[src/rtl/piso_serializer.sv]
// piso_serializer: parallel-in serial-out serializer feeding a downstream SIPO.
// A WIDTH-bit word is accepted through a valid/ready handshake and shifted out
// one bit per clock, in MSB-first or LSB-first order. Done pulses for one cycle
// after the last frame bit. Defining PISO_PARITY_EN appends an even-parity bit
// to every frame.
module piso_serializer #(
   parameter int WIDTH     = 4,
   parameter bit MSB_FIRST = 1'b1
) (
   input  logic             Clk,
   input  logic             Rst,
   input  logic [WIDTH-1:0] Pdata_in,
   input  logic             Load_valid,
   output logic             Load_ready,
   output logic             Dout,
   output logic             Dout_valid,
   output logic             Busy,
   output logic             Done
);

   localparam int CW = $clog2(WIDTH + 1);
   localparam logic [CW-1:0] LAST = CW'(WIDTH - 1);

`ifdef PISO_PARITY_EN
   typedef enum logic [1:0] {IDLE, SHIFT, PARITY} state_t;
`else
   typedef enum logic [1:0] {IDLE, SHIFT} state_t;
`endif

   state_t           state, state_n;
   logic [WIDTH-1:0] sreg, sreg_n;
   logic [CW-1:0]    cnt, cnt_n;
   logic             dout_n, valid_n, done_n;
`ifdef PISO_PARITY_EN
   logic             parity, parity_n;
`endif

   // Bit that goes on the wire first for a given register value.
   function automatic logic head(input logic [WIDTH-1:0] w);
      return MSB_FIRST ? w[WIDTH-1] : w[0];
   endfunction

   // Register value once its head bit has been consumed.
   function automatic logic [WIDTH-1:0] tail(input logic [WIDTH-1:0] w);
      return MSB_FIRST ? {w[WIDTH-2:0], 1'b0} : {1'b0, w[WIDTH-1:1]};
   endfunction

   assign Load_ready = (state == IDLE);
   assign Busy       = (state != IDLE);

   // Next-state and next-output decode. The first bit is registered onto Dout
   // at the accept edge, so the shift register then holds only the remaining
   // bits and the counter indexes the bit currently on Dout.
   always_comb begin
      state_n  = state;
      sreg_n   = sreg;
      cnt_n    = cnt;
      dout_n   = 1'b0;
      valid_n  = 1'b0;
      done_n   = 1'b0;
`ifdef PISO_PARITY_EN
      parity_n = parity;
`endif
      case (state)
         IDLE: begin
            if (Load_valid) begin
               state_n  = SHIFT;
               cnt_n    = '0;
               dout_n   = head(Pdata_in);
               sreg_n   = tail(Pdata_in);
               valid_n  = 1'b1;
`ifdef PISO_PARITY_EN
               parity_n = ^Pdata_in;
`endif
            end
         end
         SHIFT: begin
            if (cnt == LAST) begin
`ifdef PISO_PARITY_EN
               state_n = PARITY;
               dout_n  = parity;
               valid_n = 1'b1;
`else
               state_n = IDLE;
               done_n  = 1'b1;
`endif
            end else begin
               cnt_n   = cnt + CW'(1);
               dout_n  = head(sreg);
               sreg_n  = tail(sreg);
               valid_n = 1'b1;
            end
         end
`ifdef PISO_PARITY_EN
         PARITY: begin
            state_n = IDLE;
            done_n  = 1'b1;
         end
`endif
         default: state_n = IDLE;
      endcase
   end

   // State, datapath and registered outputs with synchronous reset.
   always_ff @(posedge Clk) begin
      if (Rst) begin
         state      <= IDLE;
         sreg       <= '0;
         cnt        <= '0;
         Dout       <= 1'b0;
         Dout_valid <= 1'b0;
         Done       <= 1'b0;
`ifdef PISO_PARITY_EN
         parity     <= 1'b0;
`endif
      end else begin
         state      <= state_n;
         sreg       <= sreg_n;
         cnt        <= cnt_n;
         Dout       <= dout_n;
         Dout_valid <= valid_n;
         Done       <= done_n;
`ifdef PISO_PARITY_EN
         parity     <= parity_n;
`endif
      end
   end

endmodule

[config.mk]
export PLATFORM = sky130hd
export DESIGN_NAME = piso_serializer
export DESIGN_NICKNAME = d
export VERILOG_FILES = /design/src/rtl/piso_serializer.sv
export SDC_FILE = /design/constraint.sdc
export NUM_CORES = 1
export LEC_CHECK = 0
export ABC_AREA = 1
export CAP_MARGIN = 20
export CORE_AREA = 2 2 39 41
export DETAILED_ROUTE_END_ITERATION = 8
export DIE_AREA = 0 0 41 43
export SLEW_MARGIN = 10
export SYNTH_ARGS = -nofsm -noshare
export SYNTH_HDL_FRONTEND = slang
export SYNTH_SLANG_ARGS = --single-unit
[constraint.sdc]
create_clock -name Clk -period 1.8 [get_ports Clk]
set_input_delay 0.36 -clock Clk [delete_from_list [all_inputs] [get_ports Clk]]
set_output_delay 0.36 -clock Clk [all_outputs]
set_load 0.02 [all_outputs]
After elaboration in Yosys (flattened, before gate mapping)
Cells that the tools add are included.
- latch bits: 0
- word-level logic and storage cells: 35
- input bits: 7
- output and inout bits: 5
- flip-flop bits (word level): 12
- memories kept: 0
- memory bits (writable): 0
- bits in read-only memories: 0
- add/sub/neg operators: 1
- div/mod/pow operators: 0
- magnitude comparators: 0
- equal/unequal tests: 5
- multiplexer cells: 16
- bitwise logic cells: 1
- multiply operators: 0
- reductions and logical operators: 6
- shift operators: 0
- operator list (cell ; number):
    4-bit two-way mux ; 2
    4-bit case mux with 2 select lines ; 1
    3-bit two-way mux ; 2
    2-bit != test (second input constant) ; 3
    3-bit case mux with 2 select lines ; 1
    1-bit two-way mux ; 5
    2-bit two-way mux ; 2
    1-bit case mux with 2 select lines ; 2
    2-bit case mux with 2 select lines ; 1
    2-bit nonzero test ; 2
    3-bit by 1-bit adder with 3-bit output (second input constant) ; 1
    3-bit by 2-bit equality test with 1-bit output (second input constant) ; 1
    3-bit AND reduction ; 1
    2-bit by 1-bit equality test with 1-bit output (second input constant) ; 1
    2-bit zero test ; 1
    2-bit AND reduction ; 1
    2-bit OR reduction ; 1
    1-bit inverter ; 1

Longest topological paths before layout
- depth after elaboration: 3
- depth in mapped cells: 8
- depth with buffers taken out: 8

Worst setup path before layout
Ideal clock, no wire load.
- path kind: reg-to-reg
- start point: register cnt[0]
- end point: register cnt[0]
- clock period less this slack: 1.229 ns
- data arrival time: 1.112 ns
- required time: 1.683 ns
- library setup time: 0.117 ns
- path buffers: 0
- setup slack: 0.571 ns
- cell stages (with the launch flop): 9
- cells stage by stage: dfxtp_1 > ha_1 > ha_1 > inv_1 > nand2_1 > nand2_2 > inv_2 > nor2_1 > nor2_1
- word-level cells in the longest chain between the ends: 3
- elaborated cells on any way between the ends: 6
- classes of those cells: add/sub: 1; eq/ne: 2; mux: 2; reduce/logical: 1
- RTL lines (element ; line ; RTL):
    from (decl) ; 32 ; logic [CW-1:0] cnt, cnt_n;
    from (signal assigned) ; 119 ; cnt <= cnt_n;
    3-bit by 1-bit adder with 3-bit output / 3-bit by 2-bit equality test with 1-bit output (equally long branches) ; 88, 78 ;
    3-bit two-way mux / 2-bit != test (equally long branches) ; -- ;
    3-bit case mux with 2 select lines / 3-bit AND reduction (equally long branches) ; -- ;
Several ways; a longest one is shown, not always the timed one. The select of a mux whose other input is x is not followed.
A chain may end at the register's enable or synchronous reset.

Final worst setup path
- start point: register Dout
- end point: output Dout
- RTL lines (element ; line ; RTL):
    from (decl) ; 15 ; output logic Dout,
    from (signal assigned) ; 120 ; Dout <= dout_n;
No word-level cell between the ends.

==> metrics <==
Req. time, crit path=1.44 ns; RD Place Congestion=0.703; DP Cell Count=88; DRT antenna net count=0; Yosys reg bits=10; dominant cells by area after synthesis=dfxtp_1 44%, nand2_1 12%, ha_1 8.3%; CP max stage cell=clkdlybuf4s50_1; Skew-Pair Late Insertion Delay=0.27 ns; Simple-Gate Fraction of Synth Area=0.306; H-tree levels=1; final critical-path share of the clock period=0.847; most common cell after layout, fill and taps aside=nand2_1; clk sink count=10; first-pass GRT wire length=1480 um; IO Port Bufs=11; Final nets=87; Hold Crit Class=reg -> reg; via count=406; first drt pass iteration count=3; Synth top area share=0.444; die area=1760 um2; LEAKAGE=0.297 nW; type of the worst setup path=reg -> out; hold slack=0.488 ns; Power, Total=0.540 mW; Place WS=0.330 ns; CP Cell Sequence=clkdlybuf4s50_1; DR vias/cell=4.41; Die Height=43 um; Post-CTS Setup Bufs=0; Finished Layout Cells=92; TritonCTS clock tree=yes; multiplexer area fraction after synthesis=0; Mapped Nets=72; max cap viols=0; Max clock buf depth=2; # resized after CTS=0; Mapped Cells=62; Multi-input gate area=205 um2; Pwr Density=874 nW/um2; Post-Route WL=883 um; Max-Slew Margin vs Limit=0.777; GRT overflow=0; crit path capture type=primary output; starting density of the core=0.325; most frequent cells in the layout=14 x nand2_1, 10 x dfxtp_1, 9 x inv_1, 9 x clkdlybuf4s50_1, 7 x nor2_1; XOR/XNOR Fraction of Synth Area=0; clock period minus worst slack=1.52 ns; Filler Cell Count=150; Seq/Total Area, Yosys=0.444; Final Skew=0.000675 ns; Ports=12; Peak Freq=656 MHz; Post-Synthesis Cell Area=450 um2; initial DRC count=13; slowest stage delay, CP=0.59 ns; Setup Viol. Count Final=0; synth warn=0; Buffers & Inverters on Critical Path=1; Residual DRC=0; initial antenna violation count=0; Least-Margin Pin Slew=0.334 ns; vias in the first global route=335; setup TNS=0 ns; ANT cells=0; unrepaired setup endpoints after global routing=no; largest net degree at the start of global routing=9; Num CTS Buffers=3; Synth area leader=dfxtp_1; main combinational cell family by area after synthesis=simple AND/OR/NAND/NOR gates; Max Slew Vio Count=0; Syn Area/Cell=7.27 um2; clock-pin transition on the worst setup and hold timing paths=0.07 ns; crit path DAT=1.16 ns; register area=200 um2; chip width=41 um; top cell family by delay on the critical path=buffers and inverters; crit-path max FO=1; Max rail drop VDD=0.000349 V; Yosys cell types=14; row cnt=14; post-synthesis compound-gate area fraction=0.0667; # hold bufs at CTS=0; layout cells sized above 1=0.118; total core area=1380 um2; Clock Root Buffer=clkbuf_4; status=finished clean; routed len/inst=9.60 um; final worst slack=0.276 ns; startpoint class of the critical path=flop; Final Hold Vio Count=0; Tot GR Track Use=0.139; Area growth, synth to finish=37.2%; area share of fa/ha/maj cells after synthesis=0.0833
==> cells by family (layout without fill, tap and decap cells) <==
| group | Yosys count | after routing |
|---|---|---|
| AND/OR/NAND/NOR | 31 | 31 |
| buffers and inverters | 12 | 26 |
| AO/OA/AOI/OAI | 6 | 6 |
| adder cells (fa/ha/maj) | 3 | 3 |
| flip-flops | 10 | 10 |
==> registers in the layout, indices dropped and copies added (netlist names) <==
signal / cells
Done: 1
Dout: 1
Dout_valid: 1
cnt: 3
sreg: 3
state: 1
==> cell usage after synthesis <==
master and n:
inv_2 2, a21oi_1 5, nand2_4 1, inv_1 9, nor3_1 1, nand3_1 6, clkbuf_1 1, ha_1 3
nor2_2 1, nand2_1 14, nor2_1 7, dfxtp_1 10, o21ai_0 1, nand2_2 1
==> area by class of cell <==
cell class / count / share of cell area
Clock buffer: 4 / 0.0587
Multi-Input combinational cell: 40 / 0.332
Tap cell: 16 / 0.0324
Sequential cell: 10 / 0.324
Timing Repair Buffer: 11 / 0.186
Inverter: 11 / 0.0668
==> metrics by stage <==
stage           util  area (um2)
6_report       0.447         618
2_1_floorplan      -         450
5_1_grt        0.447         618
4_1_cts        0.443         613
3_5_place_dp   0.417         577
3_3_place_gp   0.417         577
==> per-layer routing <==
layer / wire length [um] / GRT usage / part of all wire / vias to the layer above
met5: 0 / 0 / 0 / -
met4: 32 / 0.120 / 0.036 / 0
met3: 81 / 0.0942 / 0.092 / 5
met2: 368 / 0.153 / 0.42 / 11
met1: 401 / 0.173 / 0.45 / 170
li1: - / - / - / 220
==> where the power goes <==
| part | switching (mW) | internal (mW) |
|---|---|---|
| clock network | 0.0812 | 0.123 |
| logic | 0.0499 | 0.0410 |
| registers | 0.00888 | 0.236 |
==> worst paths after layout <==
check	cells after the start	end	slack (ns)	start
hold / removal	2	cnt[2]	0.49	cnt[2]
setup / recovery	1	Dout	0.28	Dout
hold reg to reg	2	cnt[2]	0.49	cnt[2]
setup reg to reg	8	cnt[0]	0.43	cnt[0]
Power figures use the tool's default switching activity.
